===== src/rtl/kgp_pkg.sv =====
// rtl/kgp_pkg.sv - shared KGP_RISC fetch/decode types and constants
package kgp_pkg;

  localparam int PC_INC     = 4;
  localparam int INST_W     = 32;
  localparam int OPCODE_MSB = 31;
  localparam int OPCODE_LSB = 29;

  typedef enum logic [1:0] {
    FETCH,
    WAIT,
    HOLD,
    FLUSH
  } fetch_state_e;

  // Opcode extraction shared with the decoder so field positions live in one place
  function automatic logic [OPCODE_MSB-OPCODE_LSB:0] get_opcode(input logic [INST_W-1:0] word);
    return word[OPCODE_MSB:OPCODE_LSB];
  endfunction

endpackage


===== src/rtl/inst_fetch_if.sv =====
// rtl/inst_fetch_if.sv - fetch stage bus: imem request/response, decoder handshake, redirect
interface inst_fetch_if
  import kgp_pkg::*;
#(
  parameter int PC_W = 32
) ();

  logic              imem_req;
  logic [PC_W-1:0]   imem_addr;
  logic              imem_rvalid;
  logic [INST_W-1:0] imem_rdata;
  logic [INST_W-1:0] inst;
  logic [PC_W-1:0]   inst_pc;
  logic              inst_valid;
  logic              dec_ready;
  logic              redirect;
  logic [PC_W-1:0]   redirect_pc;

  // Fetch stage side
  modport master (
    output imem_req, imem_addr, inst, inst_pc, inst_valid,
    input  imem_rvalid, imem_rdata, dec_ready, redirect, redirect_pc
  );

  // Memory / decoder / redirect source side
  modport slave (
    input  imem_req, imem_addr, inst, inst_pc, inst_valid,
    output imem_rvalid, imem_rdata, dec_ready, redirect, redirect_pc
  );

endinterface


===== src/rtl/inst_fetch.sv =====
// rtl/inst_fetch.sv - KGP_RISC instruction fetch: PC, single-outstanding imem fetch, decoder handoff
module inst_fetch
  import kgp_pkg::*;
#(
  parameter int              PC_W     = 32,
  parameter logic [PC_W-1:0] RESET_PC = '0
) (
  input  logic          clk,
  input  logic          rst,
  inst_fetch_if.master  bus
);

  fetch_state_e      state_q, state_d;
  logic [PC_W-1:0]   pc_q, pc_d;
  logic [INST_W-1:0] inst_q, inst_d;
  logic [PC_W-1:0]   inst_pc_q, inst_pc_d;
  logic              valid_q, valid_d;
  // Low for the first cycle after reset so imem_req stays low during reset
  // and the first request appears one edge after release.
  logic              run_q;
  logic [PC_W-1:0]   redir_pc;

  assign redir_pc = bus.redirect_pc & ~PC_W'(3);

  // State, PC and instruction registers
  always_ff @(posedge clk or posedge rst) begin
    if (rst) begin
      state_q   <= FETCH;
      pc_q      <= RESET_PC;
      inst_q    <= '0;
      inst_pc_q <= '0;
      valid_q   <= 1'b0;
      run_q     <= 1'b0;
    end else begin
      state_q   <= state_d;
      pc_q      <= pc_d;
      inst_q    <= inst_d;
      inst_pc_q <= inst_pc_d;
      valid_q   <= valid_d;
      run_q     <= 1'b1;
    end
  end

  // Next-state and datapath updates; redirect overrides pc and valid in every state
  always_comb begin
    state_d   = state_q;
    pc_d      = pc_q;
    inst_d    = inst_q;
    inst_pc_d = inst_pc_q;
    valid_d   = valid_q;

    if (run_q) begin
      case (state_q)
        FETCH: begin
          // A request is on the bus this cycle; a redirect makes it stale
          state_d = bus.redirect ? FLUSH : WAIT;
        end
        WAIT: begin
          if (bus.redirect) begin
            state_d = bus.imem_rvalid ? FETCH : FLUSH;
          end else if (bus.imem_rvalid) begin
            inst_d    = bus.imem_rdata;
            inst_pc_d = pc_q;
            valid_d   = 1'b1;
            pc_d      = pc_q + PC_W'(PC_INC);
            state_d   = HOLD;
          end
        end
        HOLD: begin
          if (bus.redirect || bus.dec_ready) begin
            valid_d = 1'b0;
            state_d = FETCH;
          end
        end
        FLUSH: begin
          if (bus.imem_rvalid) begin
            state_d = FETCH;
          end
        end
        default: state_d = FETCH;
      endcase
    end

    if (bus.redirect) begin
      pc_d    = redir_pc;
      valid_d = 1'b0;
    end
  end

  assign bus.imem_req   = run_q && (state_q == FETCH);
  assign bus.imem_addr  = pc_q;
  assign bus.inst       = inst_q;
  assign bus.inst_pc    = inst_pc_q;
  assign bus.inst_valid = valid_q;

endmodule

===== src/flat_wrapper.sv =====
// flat-port wrapper written by rule: the top's interface ports become plain ports
module inst_fetch_flat import kgp_pkg::*;
#(
  parameter int              PC_W     = 32,
  parameter logic [PC_W-1:0] RESET_PC = '0
)
  (clk, rst, bus_imem_req, bus_imem_addr, bus_inst, bus_inst_pc, bus_inst_valid, bus_imem_rvalid, bus_imem_rdata, bus_dec_ready, bus_redirect, bus_redirect_pc);
  inst_fetch_if #(.PC_W(PC_W)) bus_i ();
  input  logic clk;
  input  logic rst;
  output wire logic [$bits(bus_i.imem_req)-1:0] bus_imem_req;
  output wire logic [$bits(bus_i.imem_addr)-1:0] bus_imem_addr;
  output wire logic [$bits(bus_i.inst)-1:0] bus_inst;
  output wire logic [$bits(bus_i.inst_pc)-1:0] bus_inst_pc;
  output wire logic [$bits(bus_i.inst_valid)-1:0] bus_inst_valid;
  input wire logic [$bits(bus_i.imem_rvalid)-1:0] bus_imem_rvalid;
  input wire logic [$bits(bus_i.imem_rdata)-1:0] bus_imem_rdata;
  input wire logic [$bits(bus_i.dec_ready)-1:0] bus_dec_ready;
  input wire logic [$bits(bus_i.redirect)-1:0] bus_redirect;
  input wire logic [$bits(bus_i.redirect_pc)-1:0] bus_redirect_pc;
  assign bus_imem_req = bus_i.imem_req;
  assign bus_imem_addr = bus_i.imem_addr;
  assign bus_inst = bus_i.inst;
  assign bus_inst_pc = bus_i.inst_pc;
  assign bus_inst_valid = bus_i.inst_valid;
  assign bus_i.imem_rvalid = bus_imem_rvalid;
  assign bus_i.imem_rdata = bus_imem_rdata;
  assign bus_i.dec_ready = bus_dec_ready;
  assign bus_i.redirect = bus_redirect;
  assign bus_i.redirect_pc = bus_redirect_pc;
  inst_fetch #(.PC_W(PC_W), .RESET_PC(RESET_PC)) u_core (.clk(clk), .rst(rst), .bus(bus_i));
endmodule

===== config.mk =====
export PLATFORM = sky130hd
export DESIGN_NAME = inst_fetch_flat
export DESIGN_NICKNAME = d
export VERILOG_FILES = /design/src/rtl/kgp_pkg.sv /design/src/rtl/inst_fetch_if.sv /design/src/rtl/inst_fetch.sv /design/src/flat_wrapper.sv
export SDC_FILE = /design/constraint.sdc
export NUM_CORES = 1
export LEC_CHECK = 0
export ABC_CLOCK_PERIOD_IN_PS = 8750
export CORE_MARGIN = 4
export CORE_UTILIZATION = 47
export CTS_CLUSTER_SIZE = 16
export DETAILED_ROUTE_END_ITERATION = 12
export MAX_ROUTING_LAYER = met4
export PLACE_DENSITY_LB_ADDON = 0.12
export SLEW_MARGIN = 20
export SYNTH_ARGS = -nofsm -noshare
export SYNTH_HDL_FRONTEND = slang
export SYNTH_SLANG_ARGS = --single-unit

===== constraint.sdc =====
create_clock -name clk -period 8.75 [get_ports clk]
set_input_delay 0.875 -clock clk [delete_from_list [all_inputs] [get_ports clk]]
set_output_delay 0.875 -clock clk [all_outputs]
set_load 0.005 [all_outputs]

# Word-level counts from Yosys, hierarchy flattened
# Cells that the tools add are included.
op_classes:
  addsub: 1
  n_eq_ne: 7
  mux: 16
  bitwise_logic: 1
  reduce_logical: 11
ops:
  columns: ["operator", "count"]
  rows:
  - ["$mux 32", 4]
  - ["$add 32x3->32 const B", 1]
  - ["$mux 2", 6]
  - ["$reduce_and 4->1", 3]
  - ["$pmux 2 s4", 1]
  - ["$reduce_bool 2->1", 3]
  - ["$eq 2x2->1 const B", 2]
  - ["$mux 1", 4]
  - ["$ne 3x2->1 const B", 1]
  - ["$ne 3x3->1 const B", 1]
  - ["$reduce_and 3->1", 1]
  - ["$reduce_bool 3->1", 1]
  - ["$eq 2x1->1 const B", 1]
  - ["$logic_not 2->1", 1]
  - ["$ne 2x1->1 const B", 1]
  - ["$ne 2x2->1 const B", 1]
  - ["$pmux 1 s2", 1]
  - ["$logic_and 1x1->1", 1]
  - ["$logic_or 1x1->1", 1]
  - ["$not 1->1", 1]
totals:
  reg_bits: 100
  out_inout_bits: 98
  wordCells: 42

# Depth between registers and ports, before layout
# Gate-level depths: netlist of run 1.
depth:
  ltp_word: 5
  depth_mapped: 7

# Worst setup path before layout of run 1
# Ideal clock, no wire load.
synth_path:
  path_kind: "input -> register"
  from: "input bus_redirect"
  to: "register u_core.inst_q[0] (netlist: u_core.bus.inst[0])"
  arrival_time_ns: 1.906
  slack_ns: 6.719
  stages: 4
  n_path_buf: 2
  cell_sequence: "clkbuf_1 nor2_1 buf_2 mux2_2"
synth_between:
  elab_chain_len: 2
synth_lines:
  columns: ["element", "line", "rtl"]
  rows:
  - ["start, declared", "flat_wrapper.sv:19", "input wire logic [$bits(bus_i.redirect)-1:0] bus_redirect;"]
  - ["$not 1->1 (no line)", null, null]
  - ["$reduce_and 4->1 (no line)", null, null]
  - ["end signal, assigned", "inst_fetch.sv:37", "inst_q <= inst_d;"]
  - ["end, declared", "inst_fetch.sv:15", "logic [INST_W-1:0] inst_q, inst_d;"]
# No other way between the ends.
# A chain may end at the register's enable or synchronous reset.

# Worst setup path after layout of run 1
layout_path:
  from: "input bus_imem_rvalid"
  to: "register u_core.inst_q[30] (netlist: u_core.bus.inst[30])"
layout_between:
  elab_chain_len: 1
layout_lines:
  columns: ["element", "line", "rtl"]
  rows:
  - ["start, declared", "flat_wrapper.sv:16", "input wire logic [$bits(bus_i.imem_rvalid)-1:0] bus_imem_rvalid;"]
  - ["$reduce_and 4->1 (no line)", null, null]
# No other way between the ends.

==> results of run 1 <==
[worst register-to-register path, cell delays in order (launching register included)]
cell and delay [ns]:
dfrtp_1 0.52, nand4b_4 0.19, nor2_4 0.60, buf_4 0.56, mux2_2 0.42
[worst max path at each step]
stage	endpoint	slack [ns]
after global routing	u_core.bus.inst[30]	5.62
after floorplan	u_core.bus.imem_addr[10]	5.37
final	u_core.bus.inst[30]	5.76
after global placement	u_core.bus.inst_pc[6]	5.38
after CTS	u_core.bus.inst[30]	5.69
after detailed placement	u_core.bus.inst[30]	5.30
[cell usage in the layout, fill, tap and decap left out, types with 2 or more instances in the layout]
cell type        netlist  final
clkinvlp_4             0      2
inv_1                  8      7
nand3_1               13     13
nor4_2                 2      2
nor2_1                14     13
nand4_1               14     14
o21ai_0               26     26
nand2b_1               2      2
xor2_1                13     13
nor3_1                 2      2
xnor2_1               14     14
or3_1                  2      2
nand2_1               35     35
clkbuf_8               0     11
conb_1                 2      5
and4b_1                2      2
clkdlybuf4s50_1        0    159
nand3_2                2      2
mux2_2                65     65
nor3b_1                2      2
dfrtp_1               96     96
[metrics by stage]
| stage | hold WS (ns) | setup slack (ns) |
|---|---|---|
| after global placement | 0.487 | 5.38 |
| after CTS | 0.515 | 5.69 |
| after global routing | 0.525 | 5.62 |
| after detailed placement | 0.495 | 5.30 |
| final | 0.509 | 5.76 |
| after floorplan | 0.505 | 5.37 |
[flip-flops by register name (all words and copies together), names as in the netlist]
register and flops:
u_core.bus.inst 32, u_core.bus.imem_addr 30, u_core.bus.inst_pc 30, u_core.state_q 2
u_core.bus.inst_valid 1, u_core.run_q 1
[cell families after synthesis]
| kind of cell | share of synthesized area |
|---|---|
| buffers and inverters | 0.0326 |
| AND/OR/NAND/NOR | 0.126 |
| AO/OA/AOI/OAI | 0.0437 |
| flip-flops | 0.564 |
| adder cells (fa/ha/maj) | 0.00293 |
| XOR/XNOR | 0.0555 |
| multiplexers | 0.174 |
| other | 0.00176 |
[area by class of cell]
type	instances	share of cell area
Sequential cell	96	0.393
Multi-Input combinational cell	230	0.285
Timing Repair Buffer	162	0.264
Clock buffer	12	0.0254
Tap cell	108	0.0221
Inverter	8	0.00532
Clock inverter	4	0.00471
[layer usage]
metal	vias to the layer above	global-route usage
met5	-	-
met4	0	0.0677
met3	14	0.0389
met2	117	0.304
met1	1545	0.262
li1	1525	-
[power groups by stage]
stage               logic, uW  registers [uW]  clock network (uW)
global route              635             728                 301
finish                    583             703                 272
floorplan                 204             711                   0
detailed placement        593             714                   0
CTS                       596             705                 278
global placement          580             703                   0
==> metrics.md, run 1 <==
| Metric | Value |
|---|---|
| Grt total ovfl | 0 |
| # rows | 34 |
| Crit path DAT | 3.23 ns |
| # fillers | between 600 and 700 |
| DP HPWL | 7090 um |
| Final #Nets | 577 |
| CTS Root Buffer Type | clkbuf_8 |
| YS warnings | 0 |
| Crit path cell chain | clkdlybuf4s50_1 > nand4b_4 > nor2_4 > buf_4 > mux2_2 |
| Netlist cell types | 38 |
| PortBufs | 160 |
| WHS Path Cells | 1 |
| RR Startpoint | u_core.state_q[0] |
| Area of the multi-input gates | 1740 sq um |
| Ports | 167 |
| WP depth | 5 |
| Status | completed |
| Final period util | 0.341 |
| Mapped Area | 4260 sq um |
| Area Overhead vs Synth | 43.3% |
| Hold Path Sink | u_core.bus.inst_pc[20] |
| Worst path bufs/invs | 2 |
| Worst hold path class | reg -> reg |
| FF+latch count, synth | 96 |
| CTS H-Tree Depth | 3 |
| Post-DP Area | 5920 sq um |
| Initial drt markers | 42 |
| Maxcap violations | 0 |
| Logic gate share of total power | 0.374 |
| Core Util, Final | 0.697 |
| Worst IR Drop VDD | 0.141 mV |
| Tmin final | approximately 3 ns |
| Die Area | 10700 sq um |
| Post-synth EDFFs | 0 |
| Leakage | 0.00250 uW |
| Internal | between 1000 and 1500 uW |
| Worst hold start | u_core.bus.inst_pc[20] |
| Uppermost layer routed | met4 |
| Syn Inst Count | 352 |
| Critical path origin | bus_imem_rvalid |
| Final Total Pwr | 1560 uW |
| Switching fraction of total power | 0.268 |
| Met1 WL | about 4400 um |
| CP top delay family | buffers and inverters |
| Fmax achieved | 0.335 GHz |
| Fraction of registers with async set/reset | 1.00 |
| CTS tree | yes |
| Cts hold-fix bufs | 0 |
| Routability cong. | between 0.8 and 0.9 |
| Post-CTS setup buffer count | 0 |
| RR Endpoint | u_core.bus.inst[30] |
| Final instance area | 6110 sq um |
| Core box area | 8760 sq um |
| Critical-path top delay cell | nor2_4 |
| Sequential area share after synthesis | 0.564 |
| Initial Util | 0.486 |
| GRT Util Overall | 0.197 |
| CTS Buf Count | 9 |
| Ys flop type | dfrtp_1 |
| Crit start category | primary input |
| Average wire per standard cell | ~16 um |
| R2r worst-path depth | 4 |
| Synth area leaders | dfrtp_1 (56%), mux2_2 (17%), nand2_1 (3.1%), o21ai_0 (3.1%), xnor2_1 (2.9%) |
| Sequential power share | 0.451 |
| Hold violation count in the final report | 0 |
| Mapped Avg Cell Area | 12.1 sq um |
| Drt first pass iters | 4 |
| Clk buf depth | 2 |
| CP Capture Type | register |
| Layout cells sized above 1 | 0.180 |
| Worst Tran Pin Value | 0.951 ns |
| Pwr Density | 255 nW/um^2 |
| Slew headroom | 0.366 |
| Final TNS setup | 0 ns |
| DRC violation count after routing | 0 |
| Pin count of the biggest net entering global routing | 87 |
| Met2 WL post-DR | around 4600 um |
| Drt total wl | 9880 um |
| Post-route ant nets | 0 |
| Die span in x | 103 um |
| Clock power frac | 0.175 |
| Top post-synthesis cells by count | dfrtp_1 (96), mux2_2 (65), nand2_1 (35) |
| Final non-filler cell total | 620 |
| Flop2flop setup slack | 6.34 ns |
| Clk sinks | 96 |
| Post-cts resize count | 0 |
| First-pass GRT wire length | ~16000 um |
| Synth area leader | dfrtp_1 |
| Net Switching | 417 uW |
| Routed met3 length | 733 um |
| RSZ-0062 raised after global routing | false |
| Initial antenna violation count | 0 |
| Worst Path Required | 8.99 ns |
| Share of the synthesized area in the top cell type | 0.564 |
| Max incr delay on CP | 0.60 ns |
| Register area | 2400 sq um |
| Top-count cell post-synth | dfrtp_1 |
| Vias | 3201 |
| Clk Latency, worst-skew pair | 0.36 ns |
| Reg clk slew, reported paths | 0.09 ns |
| Die H | 103 um |
| Slew Viols, Final | 0 |
| DP Cell Count | approximately 600 |
| Final setup viols | 0 |
| Vias/cell | 5.16 |
| Number of global-route vias before repair | 3264 |
| N_diodes | 0 |
| Worst-case clock skew | between 0.01 and 0.015 ns |
| Crit-path max FO | 37 |
| CP Class | in -> reg |
No activity file was read; power rests on OpenSTA's default activity.
==> run 2: changes to the inputs <==
- ABC_CLOCK_PERIOD_IN_PS: 8750 -> 2500
- CORE_UTILIZATION: 47 -> 40
- clock period: 8.75 -> 2.5 ns (I/O delays scaled with it)
==> metrics.md, run 2 (synthesized netlist as in run 1, its figures left out) <==
| Metric | Value |
|---|---|
| CTS Root Buffer Type | clkbuf_8 (unchanged) |
| Slew Viols, Final | 0 (unchanged) |
| Die span in x | 111 um (was 103 um) |
| Worst-case clock skew | 0.00834 ns (was 0.0126 ns) |
| Tmin final | 2.01 ns |
| Worst Tran Pin Value | 0.694 ns (was 0.951 ns) |
| Max reg flops | 32 (unchanged) |
| Hold violation count in the final report | 0 (unchanged) |
| Crit-path max FO | 9 (was 37) |
| Die Area | 12400 sq um (was 10700 sq um) |
| Crit path cell chain | nor3b_1 > clkdlybuf4s50_1 (was clkdlybuf4s50_1 > nand4b_4 > nor2_4 > buf_4 > mux2_2) |
| PortBufs | 160 (unchanged) |
| CTS H-Tree Depth | 3 (unchanged) |
| Initial drt markers | 82 (was 42) |
| Drt total wl | 10000 um (was 9880 um) |
| Grt total ovfl | 0 (unchanged) |
| Max incr delay on CP | 0.57 ns (was 0.60 ns) |
| Initial antenna violation count | 0 (unchanged) |
| Worst hold path class | in -> reg (was reg -> reg) |
| Clk sinks | 96 (unchanged) |
| Final setup viols | 0 (unchanged) |
| Post-CTS setup buffer count | 0 (unchanged) |
| Final period util | 0.803 |
| DRC violation count after routing | 0 (unchanged) |
| Fmax achieved | 0.498 GHz |
| Crit start category | register (was primary input) |
| GRT Util Overall | 0.175 (was 0.197) |
| Worst path bufs/invs | 1 (was 2) |
| Drt first pass iters | 6 (was 4) |
| Area Overhead vs Synth | 46.3% (was 43.3%) |
| DP Cell Count | 640 (was 604) |
| CTS Buf Count | 9 (unchanged) |
| Final TNS setup | 0 ns (unchanged) |
| Area of the multi-input gates | 1740 sq um (unchanged) |
| N_diodes | 0 (unchanged) |
| # rows | 37 (was 34) |
| Final non-filler cell total | 656 (was 620) |
| RSZ-0062 raised after global routing | false (unchanged) |
| Clk buf depth | 2 (unchanged) |
| CTS tree | yes (unchanged) |
| Routability cong. | 0.758 (was 0.834) |
| Post-route ant nets | 0 (unchanged) |
| CP top delay family | buffers and inverters (unchanged) |
| Critical-path top delay cell | clkdlybuf4s50_1 (was nor2_4) |
| Final #Nets | 585 (was 577) |
| CP Class | reg -> out (was in -> reg) |
| Reg clk slew, reported paths | 0.09 ns (about the same) |
| Vias/cell | 4.88 (was 5.16) |
| # fillers | 878 (was 649) |
| Vias | 3200 (was 3201) |
| Layout cells sized above 1 | 0.188 (was 0.180) |
| Maxcap violations | 0 (unchanged) |
| Most common cell after layout, fill and taps aside | clkdlybuf4s50_1 (unchanged) |
| Status | completed (unchanged) |
| DP HPWL | 7370 um (was 7090 um) |
| Leakage | 0.00254 uW (was 0.00250 uW) |
| Clk Latency, worst-skew pair | 0.36 ns (about the same) |
| Pin count of the biggest net entering global routing | 43 (was 87) |
| CP Capture Type | output port (was register) |
| Average wire per standard cell | 15.3 um (was 15.9 um) |
| Commonest non-fill, non-tap cells in the layout | clkdlybuf4s50_1 (159), dfrtp_1 (96), mux2_2 (65) (unchanged) |
| Pwr Density | 869 nW/um^2 (was 255 nW/um^2) |
| Register area | 2400 sq um (unchanged) |
| Slew headroom | 0.536 (was 0.366) |
| Core box area | 10400 sq um (was 8760 sq um) |
| First-pass GRT wire length | 17100 um (was 15900 um) |
| Initial Util | 0.411 (was 0.486) |
| Post-cts resize count | 0 (unchanged) |
| Crit path DAT | 1.76 ns (was 3.23 ns) |
| Worst IR Drop VDD | 0.455 mV (was 0.141 mV) |
| Cts hold-fix bufs | 0 (unchanged) |
| Number of global-route vias before repair | 3302 (was 3264) |
| Worst Path Required | 2.25 ns (was 8.99 ns) |
| Ports | 167 (unchanged) |
| Die H | 111 um (was 103 um) |
run 2: cell types whose count changed in the layout (fill, tap and decap cells not counted):
cell,delta
buf_4,+5
buf_12,+4
clkbuf_1,+2
buf_6,-1
clkbuf_8,-1
clkinv_2,+1
clkinv_4,-1
inv_4,-1
run 2: cell type report:
| cell class | count | share of cell area |
|---|---|---|
| sequential | 96 | 0.385 |
| multi-input combinational | 230 | 0.279 |
| timing repair buffer | 170 | 0.276 |
| tap | 136 | 0.0273 |
| clock buffer | 13 | 0.0239 |
| inverter | 8 | 0.00542 |
| clock inverter | 3 | 0.00281 |
run 2: worst paths after layout:
kind | start | end | slack [ns] | cells past startpoint
max in group asynchronous | rst | u_core.bus.inst[25] | 1.51 | 3
worst max-delay path | u_core.state_q[0] | bus_imem_req | 0.49 | 2
worst max register to register | u_core.bus.imem_addr[17] | u_core.bus.imem_addr[31] | 0.57 | 5
min in group asynchronous | rst | u_core.bus.inst_pc[21] | 0.35 | 2
worst min-delay path | bus_redirect | u_core.bus.imem_addr[6] | 0.34 | 3
worst min register to register | u_core.bus.inst_pc[15] | u_core.bus.inst_pc[15] | 0.51 | 1
run 2: layer usage:
layer | wire length [um] | track usage | vias up
met4 | 116 | 0.0560 | 0
met5 | 0 | - | -
met2 | 4620 | 0.262 | 117
met3 | 642 | 0.0382 | 11
li1 | - | - | 1540
met1 | 4660 | 0.239 | 1532
run 2: worst min-delay path: cells and delay by family:
family	cells	cell delay, ns
buffers and inverters	1	0.25
AND/OR/NAND/NOR	1	0.10
AO/OA/AOI/OAI	1	0.06
run 2: where the power goes:
group	switching [uW]	internal [uW]
registers	346	2110
logic	575	1480
clock network	516	388
run 2: stage by stage:
step,hold slack (ns),util,worst slack [ns],power [uW],instance area [sq um]
floorplan,0.367,-,0.799,3200,4280
global placement,0.488,0.585,0.333,4520,6070
detailed placement,0.494,0.585,0.321,4590,6070
CTS,0.328,0.601,0.478,5510,6230
global route,0.362,0.601,0.363,5780,6230
finish,0.341,0.601,0.493,5420,6230
==> run 3: changes to the inputs <==
- ABC_CLOCK_PERIOD_IN_PS: 2500 -> 1750
- clock period: 2.5 -> 1.75 ns (I/O delays scaled with it)
==> metrics.md, run 3 (synthesized netlist as in run 1, its figures left out) <==
| Metric | Value |
|---|---|
| Drt first pass iters | 4 (was 6) |
| Pin count of the biggest net entering global routing | 97 (was 43) |
| DP Cell Count | 676 (was 640) |
| Uppermost layer routed | met4 (unchanged) |
| Final period util | 0.968 |
| Max reg flops | 32 (unchanged) |
| Clk Latency, worst-skew pair | 0.36 ns (about the same) |
| CTS H-Tree Depth | 3 (unchanged) |
| Die span in x | 111 um (unchanged) |
| Initial Util | 0.411 (unchanged) |
| Final #Nets | 624 (was 585) |
| Die H | 111 um (unchanged) |
| Final Total Pwr | 8060 uW (was 5420 uW) |
| Initial drt markers | 107 (was 82) |
| Reg clk slew, reported paths | 0.09 ns (about the same) |
| Clk sinks | 96 (unchanged) |
| Maxcap violations | 0 (unchanged) |
| Clk buf depth | 2 (unchanged) |
| Post-route ant nets | 0 (unchanged) |
| Fmax achieved | 0.590 GHz |
| Vias | 3345 (was 3200) |
| GRT Util Overall | 0.179 (was 0.175) |
| Die Area | 12400 sq um (unchanged) |
| CP Capture Type | register (was output port) |
| Hold_ws | 0.188 ns (was 0.341 ns) |
| Drt total wl | 10500 um (was 10000 um) |
| Worst-case clock skew | 0.0127 ns (was 0.00834 ns) |
| # rows | 37 (unchanged) |
| Vias/cell | 4.82 (was 4.88) |
| Ports | 167 (unchanged) |
| DRC violation count after routing | 0 (unchanged) |
| CTS tree | yes (unchanged) |
| Pwr Density | 1230 nW/um^2 (was 869 nW/um^2) |
| Status | completed (unchanged) |
| Slew headroom | 0.661 (was 0.536) |
| Met1 WL | 4870 um (was 4660 um) |
| Post-DP Area | 6330 sq um (was 6070 sq um) |
| Number of global-route vias before repair | 3503 (was 3302) |
| First-pass GRT wire length | 17500 um (was 17100 um) |
| Core box area | 10400 sq um (unchanged) |
| N_diodes | 0 (unchanged) |
| RSZ-0062 raised after global routing | true (was false) |
| Final non-filler cell total | 694 (was 656) |
| Commonest non-fill, non-tap cells in the layout | clkdlybuf4s50_1 (158), dfrtp_1 (94), mux2_2 (65) (was clkdlybuf4s50_1 (159), dfrtp_1 (96), mux2_2 (65)) |
| DP HPWL | 7790 um (was 7370 um) |
| Crit start category | register (unchanged) |
| CTS Buf Count | 9 (unchanged) |
| Leakage | 0.00275 uW (was 0.00254 uW) |
| Average wire per standard cell | 15.1 um (was 15.3 um) |
| Most common cell after layout, fill and taps aside | clkdlybuf4s50_1 (unchanged) |
| Worst Path Required | 1.99 ns (was 2.25 ns) |
| # fillers | 887 (was 878) |
| Routed met3 length | 525 um (was 642 um) |
| Worst IR Drop VDD | 0.629 mV (was 0.455 mV) |
| CP Class | reg -> reg (was reg -> out) |
| Crit path DAT | 1.94 ns (was 1.76 ns) |
| Area Overhead vs Synth | 54.1% (was 46.3%) |
| Cts hold-fix bufs | 0 (unchanged) |
| Initial antenna violation count | 0 (unchanged) |
| CTS Root Buffer Type | clkbuf_8 (unchanged) |
| Worst hold path class | in -> reg (unchanged) |
| Worst Tran Pin Value | 0.508 ns (was 0.694 ns) |
| Slew Viols, Final | 0 (unchanged) |
| Met2 WL post-DR | 4940 um (was 4620 um) |
| Grt total ovfl | 0 (unchanged) |
| Final setup viols | 0 (unchanged) |
| Hold violation count in the final report | 0 (unchanged) |
| Routability cong. | 0.779 (was 0.758) |
| Tmin final | 1.69 ns |
| Crit-path max FO | 4 (was 9) |
| Layout cells sized above 1 | 0.256 (was 0.188) |
| Final instance area | 6570 sq um (was 6230 sq um) |
| PortBufs | 160 (unchanged) |
## run 3: cell count changes in the layout (fill, tap and decap cells not counted), sizes merged
cell and change:
bufinv +1, dlygate4sd2 +1, buf +39, clkbuf -3
clkinvlp +2, clkdlybuf4s50 -1, clkinv -1
## run 3: layout make-up
type / instances / area (sq um) / area share
flip-flops and latches: 96 / 2400 / 0.366
clock buffers: 10 / 138 / 0.0210
inverters: 8 / 33.8 / 0.00514
repair buffers: 209 / 2000 / 0.305
multi-input cells: 230 / 1760 / 0.268
well taps: 136 / 170 / 0.0259
clock inverters: 5 / 57.6 / 0.00876
## run 3: per-layer routing
layer	track usage	vias to the layer above
li1	-	1616
met4	0.0584	0
met2	0.274	104
met5	-	-
met3	0.0317	12
met1	0.242	1613
## run 3: critical path, cell delays in order (launching register included)
cell and delay, ns:
dfrtp_1 0.37, nand4_1 0.20, or2_1 0.29, nor4_2 0.35
xnor2_1 0.12, mux2_2 0.27
## run 3: worst paths after layout
check	start	end	slack (ns)	cells after the start
min	bus_redirect	u_core.bus.inst_valid	0.19	2
min in group asynchronous	rst	u_core.bus.inst_pc[21]	0.32	3
max reg2reg	u_core.bus.imem_addr[13]	u_core.bus.imem_addr[21]	0.06	5
min reg2reg	u_core.bus.inst[29]	u_core.bus.inst[29]	0.51	1
max	u_core.bus.imem_addr[13]	u_core.bus.imem_addr[21]	0.06	5
max in group asynchronous	rst	u_core.bus.imem_addr[8]	1.03	3
## run 3: through the flow
stage / utilization / setup TNS, ns / setup slack, ns
5_1_grt: 0.633 / -0.0511 / -0.0511
4_1_cts: 0.630 / 0 / 0.0372
3_5_place_dp: 0.610 / -12.49 / -0.227
3_3_place_gp: 0.610 / -9.48 / -0.220
2_1_floorplan: - / 0 / 0.0489
6_report: 0.633 / 0 / 0.0555
## run 3: report_power, final
| group | switching, uW | total (uW) | internal (uW) |
|---|---|---|---|
| Sequential | 405 | 3420 | 3010 |
| Combinational | 962 | 3200 | 2240 |
| Clock | 751 | 1440 | 689 |
| Total | 2120 | 8060 | 5940 |
## run 3: what timing repair did
action | in CTS | in global routing
pin swaps | 0 | 3
endpoints found under the setup margin | 2 | 12
gates resized for setup | 3 | 7
buffers inserted | 1 | 2
